[config.mk]
export PLATFORM = sky130hd
export DESIGN_NAME = sss_com_tx_arb
export DESIGN_NICKNAME = d
export VERILOG_FILES = /design/src/rtl/sss_com_tx_arb.sv
export SDC_FILE = /design/constraint.sdc
export NUM_CORES = 1
export LEC_CHECK = 0
export ABC_AREA = 1
export CAP_MARGIN = 0
export CORE_UTILIZATION = 30
export CTS_BUF_LIST = sky130_fd_sc_hd__clkbuf_8
export CTS_CLUSTER_SIZE = 30
export DETAILED_ROUTE_END_ITERATION = 10
export RECOVER_POWER = 50
export SLEW_MARGIN = 10
export SYNTH_ARGS = -nofsm -noshare
export SYNTH_HDL_FRONTEND = slang
export SYNTH_SLANG_ARGS = --single-unit
[constraint.sdc]
create_clock -name clk5 -period 2.1 [get_ports clk5]
set_clock_uncertainty 0.05 [all_clocks]
set_input_delay 0.63 -clock clk5 [delete_from_list [all_inputs] [get_ports clk5]]
set_output_delay 0.63 -clock clk5 [all_outputs]
set_load 0.02 [all_outputs]
[src/rtl/sss_com_tx_arb.sv]
// Round-robin arbiter/sequencer sharing one 8N1 UART transmitter between
// four byte producers, optionally prefixing each byte with a channel-ID header.
module sss_com_tx_arb #(
  parameter int unsigned NREQ    = 4,
  parameter bit          HDR_EN  = 1'b1,
  parameter logic [5:0]  HDR_TAG = 6'b101010,
  parameter logic [7:0]  TMO     = 8'd255
) (
  input  logic              clk5,
  input  logic              reset,
  input  logic [NREQ-1:0]   req,
  input  logic [8*NREQ-1:0] data,
  output logic [NREQ-1:0]   ack,
  output logic [7:0]        uart_sbyte,
  output logic              uart_send,
  input  logic              uart_busy,
  output logic [1:0]        grant_id,
  output logic              active,
  output logic              tmo_err
);

  localparam int unsigned IDW = 2;
  localparam int unsigned BW  = 8;
  localparam int unsigned CW  = 8;

  localparam logic PH_DATA = 1'b0;
  localparam logic PH_HDR  = 1'b1;

  typedef enum logic [1:0] {
    IDLE    = 2'd0,
    WAIT_HI = 2'd1,
    WAIT_LO = 2'd2
  } state_e;

  state_e           state_q, state_d;
  logic [IDW-1:0]   rr_ptr_q, rr_ptr_d;
  logic             phase_q, phase_d;
  logic [BW-1:0]    data_q, data_d;
  logic [CW-1:0]    tmo_cnt_q, tmo_cnt_d;
  logic [NREQ-1:0]  ack_q, ack_d;
  logic [BW-1:0]    sbyte_q, sbyte_d;
  logic             send_q, send_d;
  logic [IDW-1:0]   gid_q, gid_d;
  logic             active_q, active_d;
  logic             tmo_err_q, tmo_err_d;

  logic             win_found;
  logic [IDW-1:0]   win_idx;
  logic [IDW-1:0]   scan_idx;
  logic [BW-1:0]    win_byte;

  // Round-robin search starting at rr_ptr; first asserted request wins.
  always_comb begin
    win_found = 1'b0;
    win_idx   = rr_ptr_q;
    scan_idx  = '0;
    for (int k = 0; k < NREQ; k++) begin
      scan_idx = rr_ptr_q + IDW'(k);
      if (!win_found && req[scan_idx]) begin
        win_found = 1'b1;
        win_idx   = scan_idx;
      end
    end
  end

  assign win_byte = data[{win_idx, 3'b000} +: BW];

  // Next-state and registered-output logic for the send sequencer.
  always_comb begin
    state_d   = state_q;
    rr_ptr_d  = rr_ptr_q;
    phase_d   = phase_q;
    data_d    = data_q;
    tmo_cnt_d = tmo_cnt_q;
    ack_d     = '0;
    sbyte_d   = sbyte_q;
    send_d    = 1'b0;
    gid_d     = gid_q;
    tmo_err_d = 1'b0;

    unique case (state_q)
      IDLE: begin
        // Grant only when the transmitter is idle so a send never lands mid-frame.
        if (!uart_busy && win_found) begin
          data_d    = win_byte;
          gid_d     = win_idx;
          ack_d     = NREQ'(1) << win_idx;
          send_d    = 1'b1;
          sbyte_d   = HDR_EN ? {HDR_TAG, win_idx} : win_byte;
          phase_d   = HDR_EN ? PH_HDR : PH_DATA;
          tmo_cnt_d = '0;
          state_d   = WAIT_HI;
        end
      end
      WAIT_HI: begin
        if (uart_busy) begin
          state_d = WAIT_LO;
        end else if (tmo_cnt_q == TMO) begin
          // Transmitter never started: drop the byte and move the pointer on.
          tmo_err_d = 1'b1;
          rr_ptr_d  = gid_q + IDW'(1);
          phase_d   = PH_DATA;
          state_d   = IDLE;
        end else begin
          tmo_cnt_d = tmo_cnt_q + CW'(1);
        end
      end
      WAIT_LO: begin
        if (!uart_busy) begin
          if (phase_q == PH_HDR) begin
            // Header done; follow immediately with the latched data byte.
            sbyte_d   = data_q;
            send_d    = 1'b1;
            phase_d   = PH_DATA;
            tmo_cnt_d = '0;
            state_d   = WAIT_HI;
          end else begin
            rr_ptr_d = gid_q + IDW'(1);
            state_d  = IDLE;
          end
        end
      end
      default: begin
        state_d = IDLE;
      end
    endcase

    active_d = (state_d != IDLE);
  end

  // State and output registers.
  always_ff @(posedge clk5 or posedge reset) begin
    if (reset) begin
      state_q   <= IDLE;
      rr_ptr_q  <= '0;
      phase_q   <= PH_DATA;
      data_q    <= '0;
      tmo_cnt_q <= '0;
      ack_q     <= '0;
      sbyte_q   <= '0;
      send_q    <= 1'b0;
      gid_q     <= '0;
      active_q  <= 1'b0;
      tmo_err_q <= 1'b0;
    end else begin
      state_q   <= state_d;
      rr_ptr_q  <= rr_ptr_d;
      phase_q   <= phase_d;
      data_q    <= data_d;
      tmo_cnt_q <= tmo_cnt_d;
      ack_q     <= ack_d;
      sbyte_q   <= sbyte_d;
      send_q    <= send_d;
      gid_q     <= gid_d;
      active_q  <= active_d;
      tmo_err_q <= tmo_err_d;
    end
  end

  assign ack        = ack_q;
  assign uart_sbyte = sbyte_q;
  assign uart_send  = send_q;
  assign grant_id   = gid_q;
  assign active     = active_q;
  assign tmo_err    = tmo_err_q;

endmodule

# After elaboration in Yosys (flattened, before gate mapping)
# Cells that the tools add are included.
totals:
  register_bits: 38
  in_bits: 39
  output_inout_bits: 17
  elab_cells: 100
op_classes:
  add_sub_neg: 5
  order_cmp: 4
  eq_ne: 10
  shifts: 2
  mux: 50
  n_reduce_logical: 18
op_table:
  columns: ["cell", "n"]
  rows:
  - ["8-bit two-way mux", 8]
  - ["32-bit by 6-bit indexed part select with 8-bit output", 1]
  - ["8-bit one-hot mux with 3 select lines", 1]
  - ["2-bit two-way mux", 11]
  - ["1-bit two-way mux", 19]
  - ["8-bit one-hot mux with 2 select lines", 1]
  - ["2-bit != test (second input constant)", 7]
  - ["2-bit by 3-bit less-than comparator with 1-bit output (second input constant)", 4]
  - ["5-bit AND reduction", 2]
  - ["8-bit by 1-bit adder with 8-bit output (second input constant)", 1]
  - ["1-bit binary-select mux with 2-bit select", 4]
  - ["8-bit equality test (second input constant)", 1]
  - ["4-bit two-way mux", 2]
  - ["2-bit one-hot mux with 3 select lines", 1]
  - ["6-bit AND reduction", 1]
  - ["2-bit nonzero test", 3]
  - ["2-bit by 1-bit adder with 2-bit output (second input constant)", 2]
  - ["2-bit adder (second input constant)", 2]
  - ["1-bit logical AND", 4]
  - ["1-bit zero test", 4]
  - ["2-bit one-hot mux with 2 select lines", 1]
  - ["4-bit AND reduction", 1]
  - ["1-bit by 2-bit left shift with 4-bit output (first input constant)", 1]
  - ["1-bit one-hot mux with 3 select lines", 1]
  - ["other kinds (6)", 6]

# Depth between registers and ports, before layout
# Gate-level depths: netlist (run 1).
depth:
  word_depth: 16
  mapped_depth: 18
  ltp_nobuf: 16

# Worst setup path before layout (run 1)
# No wires, ideal clock.
synth_timing:
  path_type: "in2reg"
  startpoint: "input port req[1]"
  endpoint: "register data_q[4]"
  setup_ps: 117
  arrival_ps: 1663
  required_ps: 1933
  setup_slack_ps: 270
  path_stages: 13
  n_path_buf: 1
  cell_sequence: "nand2_2 > nand3_1 > nand2_2 > nand4_4 > nand2_4 > nand2_4 > buf_12 > nand2_2 > nand2_1 > nand2_1 > nand2_1 > nand2_1 > nand2_1"
synth_via:
  elab_chain_cells: 14
  word_cells_on_any_way: 24
  classes_between: "shift (1); mux (15); reduce/logical (8)"
synth_rtl:
  columns: ["element", "line_no", "text"]
  rows:
  - ["start, declared", "11", "input logic [NREQ-1:0] req,"]
  - ["branches (longest 14 deep; another with 1-bit binary-select mux with 2-bit select)", null, null]
  - ["end signal, assigned", "149", "data_q <= data_d;"]
  - ["end, declared", "38", "logic [BW-1:0] data_q, data_d;"]
# Parallel ways; which one is timed is not known. The select of a mux whose other input is x is not followed.
# A chain may end at the register's enable or synchronous reset.

# Worst setup path after layout (run 1)
layout_timing:
  startpoint: "register rr_ptr_q[0]"
  endpoint: "register ack_q[2] (netlist: ack[2])"
layout_via:
  elab_chain_cells: 15
  word_cells_on_any_way: 28
  classes_between: "add/sub (3); shift (1); mux (17); reduce/logical (7)"
layout_rtl:
  columns: ["element", "line_no", "text"]
  rows:
  - ["start, declared", "36", "logic [IDW-1:0] rr_ptr_q, rr_ptr_d;"]
  - ["start signal, assigned", "147", "rr_ptr_q <= rr_ptr_d;"]
  - ["branches (longest 13 deep; another with 2-bit by 1-bit adder with 2-bit output)", null, null]
  - ["4-bit two-way mux (*)", "84", "if (!uart_busy && win_found) begin"]
  - ["4-bit two-way mux (*)", "81", "unique case (state_q)"]
  - ["via ack_d[2]", "40", "logic [NREQ-1:0] ack_q, ack_d;"]
  - ["end signal, assigned", "151", "ack_q <= ack_d;"]
  - ["end, declared", "40", null]
# Mark *: on every way through the listed nets, which the timed path passes. The select of a mux whose other input is x is not followed.

==> results of run 1 <==
-- sequential cells by signal, summed over array words and instances (netlist names) --
signal,cells
tmo_cnt_q,8
data_q,8
ack,4
grant_id,2
state_q,2
rr_ptr_q,2
active,1
uart_send,1
phase_q,1
uart_sbyte,8
tmo_err,1
-- placed cells by master (no fill, tap or decap), drive strengths merged, types with 2 or more instances in the layout --
master	count
a21oi	5
buf	29
bufinv	2
clkbuf	7
clkdlybuf4s15	2
clkdlybuf4s50	50
clkinv	2
dfrtp	38
dlygate4sd2	2
ha	5
inv	31
nand2	168
nand3	36
nand4	3
nor2	21
nor3	4
nor4	2
o21a	2
o21ai	19
xor2	7
-- metrics by stage --
| stage | area, sq um | setup TNS (ps) |
|---|---|---|
| 6_report | 3730 | 0 |
| 5_1_grt | 3730 | -141 |
| 4_1_cts | 3540 | 0 |
| 3_5_place_dp | 3340 | -12300 |
| 3_3_place_gp | 3340 | -10720 |
| 2_1_floorplan | 2590 | 0 |
-- worst paths after layout --
check | startpoint | slack (ps) | endpoint
setup / recovery | rr_ptr_q[0] | 60 | ack[2]
min in group asynchronous | reset | 1020 | uart_sbyte[2]
hold reg to reg | uart_sbyte[3] | 440 | uart_sbyte[3]
hold / removal | uart_sbyte[3] | 440 | uart_sbyte[3]
setup reg to reg | rr_ptr_q[0] | 60 | ack[2]
max in group asynchronous | reset | 320 | rr_ptr_q[1]
-- final cells by class --
class / instances / area, sq um / share of cell area (%)
inverters: 32 / 128 / 3.42
multi-input cells: 274 / 1510 / 40.5
flip-flops and latches: 38 / 953 / 25.5
repair buffers: 86 / 872 / 23.4
clock buffers: 5 / 68.8 / 1.84
clock inverters: 3 / 68.8 / 1.84
well taps: 105 / 131 / 3.52
-- repair_timing --
item,CTS,global route
gates cloned,1,1
resized for setup,12,27
setup buffers,1,11
setup endpoints to repair,24,25
pin swaps,1,19
-- cell families (layout without fill, tap and decap cells) --
| family | count (synthesis) | after routing | synth area share (%) |
|---|---|---|---|
| AND/OR/NAND/NOR | 234 | 234 | 43.8 |
| buffers and inverters | 44 | 126 | 8.97 |
| XOR/XNOR | 7 | 7 | 2.36 |
| flip-flops | 38 | 38 | 36.7 |
| AO/OA/AOI/OAI | 28 | 28 | 5.79 |
| adder cells (fa/ha/maj) | 5 | 5 | 2.41 |
-- metal layers --
metal / vias to the layer above / wire [microns]
li1: 1280 / -
met1: 1136 / 3060
met2: 54 / 2940
met3: 6 / 263
met4: 0 / 87
met5: - / 0
-- where the power goes --
| part | total, mW | switching [mW] | internal (mW) |
|---|---|---|---|
| logic | 4.16 | 2.42 | 1.75 |
| registers | 1.22 | 0.210 | 1.01 |
| clock network | 0.749 | 0.273 | 0.476 |
| total | 6.14 | 2.90 | 3.24 |
-- critical path, cell delays in order (launching register included) --
cell and delay (ps):
dfrtp_2 480, buf_8 170, nand2_4 70, nand2_4 80
nand2_4 80, nand2_4 70, nor2_4 130, nand4_4 230
nand2_8 240, buf_4 140, inv_2 40, nor3_1 170
==> summary.md, run 1 <==
| Metric | Value |
|---|---|
| Status | finished clean |
| GPL Wtd Cong | roughly 0.87 |
| Rel. slew slack | a little over a third |
| Worst-path clk slew | roughly 80 ps |
| Leading area contributor after synthesis | dfrtp_1 |
| Final period util | between 90 and 100% |
| Via count | between 2000 and 2500 |
| Final Hold Fails | 0 |
| WHS | roughly 440 ps |
| Root Driver | clkbuf_8 |
| Place WS | -480 ps |
| Achievable Freq | about 0.49 GHz |
| WP data arrival | 2190 ps |
| Layout area overhead | 43.9% |
| Largest net degree at the start of global routing | 39 |
| Post-layout min period | about 2000 ps |
| Total Wirelength | ~6400 microns |
| Antenna-violating nets left | 0 |
| Sequential share of the synthesized area | 36.7% |
| Unique masters post-synth | 29 |
| Met2 global-route usage | between 20% and 30% |
| Die height | 95.0 microns |
| Antenna cells | 0 |
| Met3 usage | under 10% |
| R2R cell count | 11 |
| Critical path class | register to register |
| CTS max path bufs | 2 |
| Vias/cell | 4.56 |
| Max-cap viol count | 0 |
| Tightest Pin Transition | between 900 and 1000 ps |
| First-pass GRT wire length | 10400 microns |
| VDD IR-drop max | about 0.68 mV |
| Hold Path Class | register to register |
| Rows | 33 |
| Starting Density | 31.3% |
| CTS buffer count | 5 |
| FF+latch count, synth | 38 |
| CTS sink count | 38 |
| GRT busiest layer | met2 |
| Final total power | 6.14 mW |
| Yosys warns | 0 |
| Area contributors post-synth | dfrtp_1, nand2_1, nand2_2 |
| Ys flop type | dfrtp_1 |
| Buffers on Ports | 55 |
| Final std cells w/o fill | around 540 |
| Boundary Pins | between 50 and 60 |
| Cell Pwr Density | 1640 mW/mm^2 |
| Commonest cells post-synth | nand2_1, dfrtp_1, nand2_2 |
| DRT Pass-1 Iters | 4 |
| Share of cells above drive strength 1 | around a quarter |
| Total GRT Usage | between 10% and 20% |
| CP Capture Type | register |
| Mapped Avg Cell Area | around 7.3 sq um |
| Final max-slew violation count | 0 |
| Mapped Nets | 400 |
| Synthesized instance count | 356 |
| Die area | between 0.009 and 0.01 sq mm |
| Mapped Area | roughly 0.0026 sq mm |
| Vias in the first global route | between 2000 and 2500 |
| Met1 usage | 19.4% |
| Chip width | around 95 microns |
| CTS H-tree depth | 2 |
| Initial antenna violation count | 0 |
| Placed cell count | 521 |
| CP Max Fanout | 18 |
| Nets | a little under 500 |
| Worst Hold Path Cells | 2 |
| Final setup violation count | 0 |
| Grt total ovfl | 0 |
| Clock Latency Late Sink | 290 ps |
| Final WS setup | 61.9 ps |
| WL per Instance | approximately 12 microns |
| Synth top area share | a little over a third |
| Core Box Area | between 0.008 and 0.009 sq mm |
| CTS tree | built |
| Detailed Place HPWL | 4620 microns |
| Post-synth EDFFs | 0 |
| Most frequent cell after synthesis | nand2_1 |
| CP Launch Type | register |
| RSZ-0062 raised after global routing | true |
| DR iter-0 viols | about 110 |
| Fin util | 45.0% |
| # DRC | 0 |
| Asr flop ratio synth | 100% |
| Hold_buf cts | 0 |
| FILL cells | 820 |
| CP required | between 2000 and 2500 ps |
| Leak Pwr | about 1.9 nW |
Note: power is estimated with default switching activity, not from simulation.
==> run 2: changes to the inputs <==
--- a/config.mk
+++ b/config.mk
@@ -11,7 +11,6 @@
 export CTS_BUF_LIST = sky130_fd_sc_hd__clkbuf_8
 export CTS_CLUSTER_SIZE = 30
 export DETAILED_ROUTE_END_ITERATION = 10
-export RECOVER_POWER = 50
 export SLEW_MARGIN = 10
 export SYNTH_ARGS = -nofsm -noshare
 export SYNTH_HDL_FRONTEND = slang
==> summary.md, run 2 (synthesized netlist as in run 1, its figures left out) <==
| Metric | Value |
|---|---|
| Most common cell on crit path | nand2_4 |
| Root Driver | clkbuf_8 |
| Final Hold Fails | 0 |
| WP data arrival | about 2200 ps |
| First-pass GRT wire length | just over 10000 microns |
| Die area | ~0.0090 sq mm |
| Place WS | -480 ps |
| Tightest Pin Transition | 343 ps |
| Post-route cell area | roughly 0.0037 sq mm |
| Starting Density | a little under a third |
| CP required | ~2300 ps |
| Rel. slew slack | between 70% and 80% |
| CTS sink count | 38 |
| Layout area overhead | 44.5% |
| Total GRT Usage | about 15% |
| CP Cell Sequence | buf_8 > nand2_4 > nand2_4 > nand2_4 > nand2_4 > nor2_4 > nand4_4 > nand2_8 > buf_4 > inv_2 > nor3_1 |
| Final max-slew violation count | 0 |
| Worst Path Buf+Inv | 3 |
| CTS H-tree depth | 2 |
| Buffers on Ports | 55 |
| Final period util | a little under 100% |
| CTS tree | built |
| GPL Wtd Cong | a little under 0.9 |
| Antenna-violating nets left | 0 |
| FILL cells | between 800 and 900 |
| Leak Pwr | 1.86 nW |
| Total Wirelength | about 6300 microns |
| CTS max path bufs | 2 |
| Share of cells above drive strength 1 | 25.1% |
| Placed cell count | about 520 |
| Cell family with most CP delay | simple AND/OR/NAND/NOR gates |
| TNS Setup | 0 ps |
| Die height | 95.0 microns |
| Critical path class | register to register |
| Rows | 33 |
| DR iter-0 viols | around 110 |
| Via count | about 2500 |
| Hold Path Class | register to register |
| Chip width | about 95 microns |
| Clock Latency Late Sink | 290 ps |
| Max-cap viol count | 0 |
| Final setup violation count | 0 |
| Vias/cell | roughly 4.6 |
| Achievable Freq | just under 0.5 GHz |
| CP Capture Type | register |
| CTS buffer count | 5 |
| Placed cell area | approximately 0.0033 sq mm |
| Worst-path clk slew | 80 ps |
| Boundary Pins | 56 |
| RSZ-0062 raised after global routing | true |
| # DRC | 0 |
| Status | finished clean |
| Vias in the first global route | roughly 2300 |
| Initial antenna violation count | 0 |
| CP Launch Type | register |
| CP max stage cell | dfrtp_2 |
| Detailed Place HPWL | ~4600 microns |
| Nets | between 400 and 500 |
| CP Max Fanout | 18 |
| Antenna cells | 0 |
| Commonest non-fill, non-tap cell in the layout | nand2_1 |
| WL per Instance | approximately 12 microns |
| Critical Path Max Stage Delay | 480 ps |
| Most frequent cells in the layout | nand2_1, clkdlybuf4s50_1, nand2_2 |
| Post-layout min period | slightly above 2000 ps |
| Fin util | a little under half |
| Core Box Area | between 0.008 and 0.009 sq mm |
| VDD IR-drop max | 0.677 mV |
| Final WS setup | between 60 and 70 ps |
| Final std cells w/o fill | around 540 |
| Grt total ovfl | 0 |
| DRT Pass-1 Iters | 4 |
| Largest net degree at the start of global routing | 39 |
| Cell Pwr Density | around 1600 mW/mm^2 |
==> run 2: changes by cell type in the layout (fill, tap and decap cells not counted) <==
| cell | before | now |
|---|---|---|
| clkbuf_2 | 1 | 0 |
| buf_12 | 3 | 4 |
| clkdlybuf4s50_1 | 50 | 51 |
| dlygate4sd3_1 | 1 | 0 |
==> run 2: layout make-up <==
type                            instances  area [sq um]  area share, %
Clock buffer                            5          68.8           1.84
Timing Repair Buffer                   86           887           23.7
Inverter                               32           128           3.40
Sequential cell                        38           953           25.4
Tap cell                              105           131           3.50
Clock inverter                          3          68.8           1.84
Multi-Input combinational cell        274          1510           40.3
==> run 2: metal layers <==
metal  global-route usage (%)  up-vias  share of wire, %
met3                     2.90        6               4.1
met5                        0        -                 0
met1                     19.4     1136                48
met4                     4.80        0               1.4
li1                         -     1280                 -
met2                     23.5       54                46
==> run 2: per-stage QoR <==
stage	hold slack [ps]	power, mW
finish	444	6.14
floorplan	399	3.92
global placement	419	4.80
global route	470	6.67
CTS	452	5.75
detailed placement	427	4.86
==> run 2: tightest hold or removal path, cell delays in order (launching register included) <==
cell     delay, ps
dfrtp_1        350
nand2_1         50
o21ai_1         60
==> run 2: where the power goes <==
group / leakage, nW / switching [mW] / internal, mW
Sequential: 0.485 / 0.210 / 1.01
Clock: 0.0683 / 0.273 / 0.476
Combinational: 1.30 / 2.42 / 1.75
==> run 2: final timing paths <==
path	startpoint	end	slack, ps	cells after the start
worst min-delay path	uart_sbyte[3]	uart_sbyte[3]	440	2
worst max register to register	rr_ptr_q[0]	ack[2]	60	11
max in group asynchronous	reset	rr_ptr_q[1]	1150	3
worst max-delay path	rr_ptr_q[0]	ack[2]	60	11
min in group asynchronous	reset	uart_sbyte[2]	630	3
worst min register to register	uart_sbyte[3]	uart_sbyte[3]	440	2
==> run 2: repair_timing <==
| action | CTS | global route |
|---|---|---|
| endpoints found under the setup margin | 24 | 25 |
| buffers inserted | 1 | 11 |
| resized for setup | 12 | 27 |
| cloned | 1 | 1 |
| pin swaps | 1 | 19 |
| hold buffers | 0 | 0 |
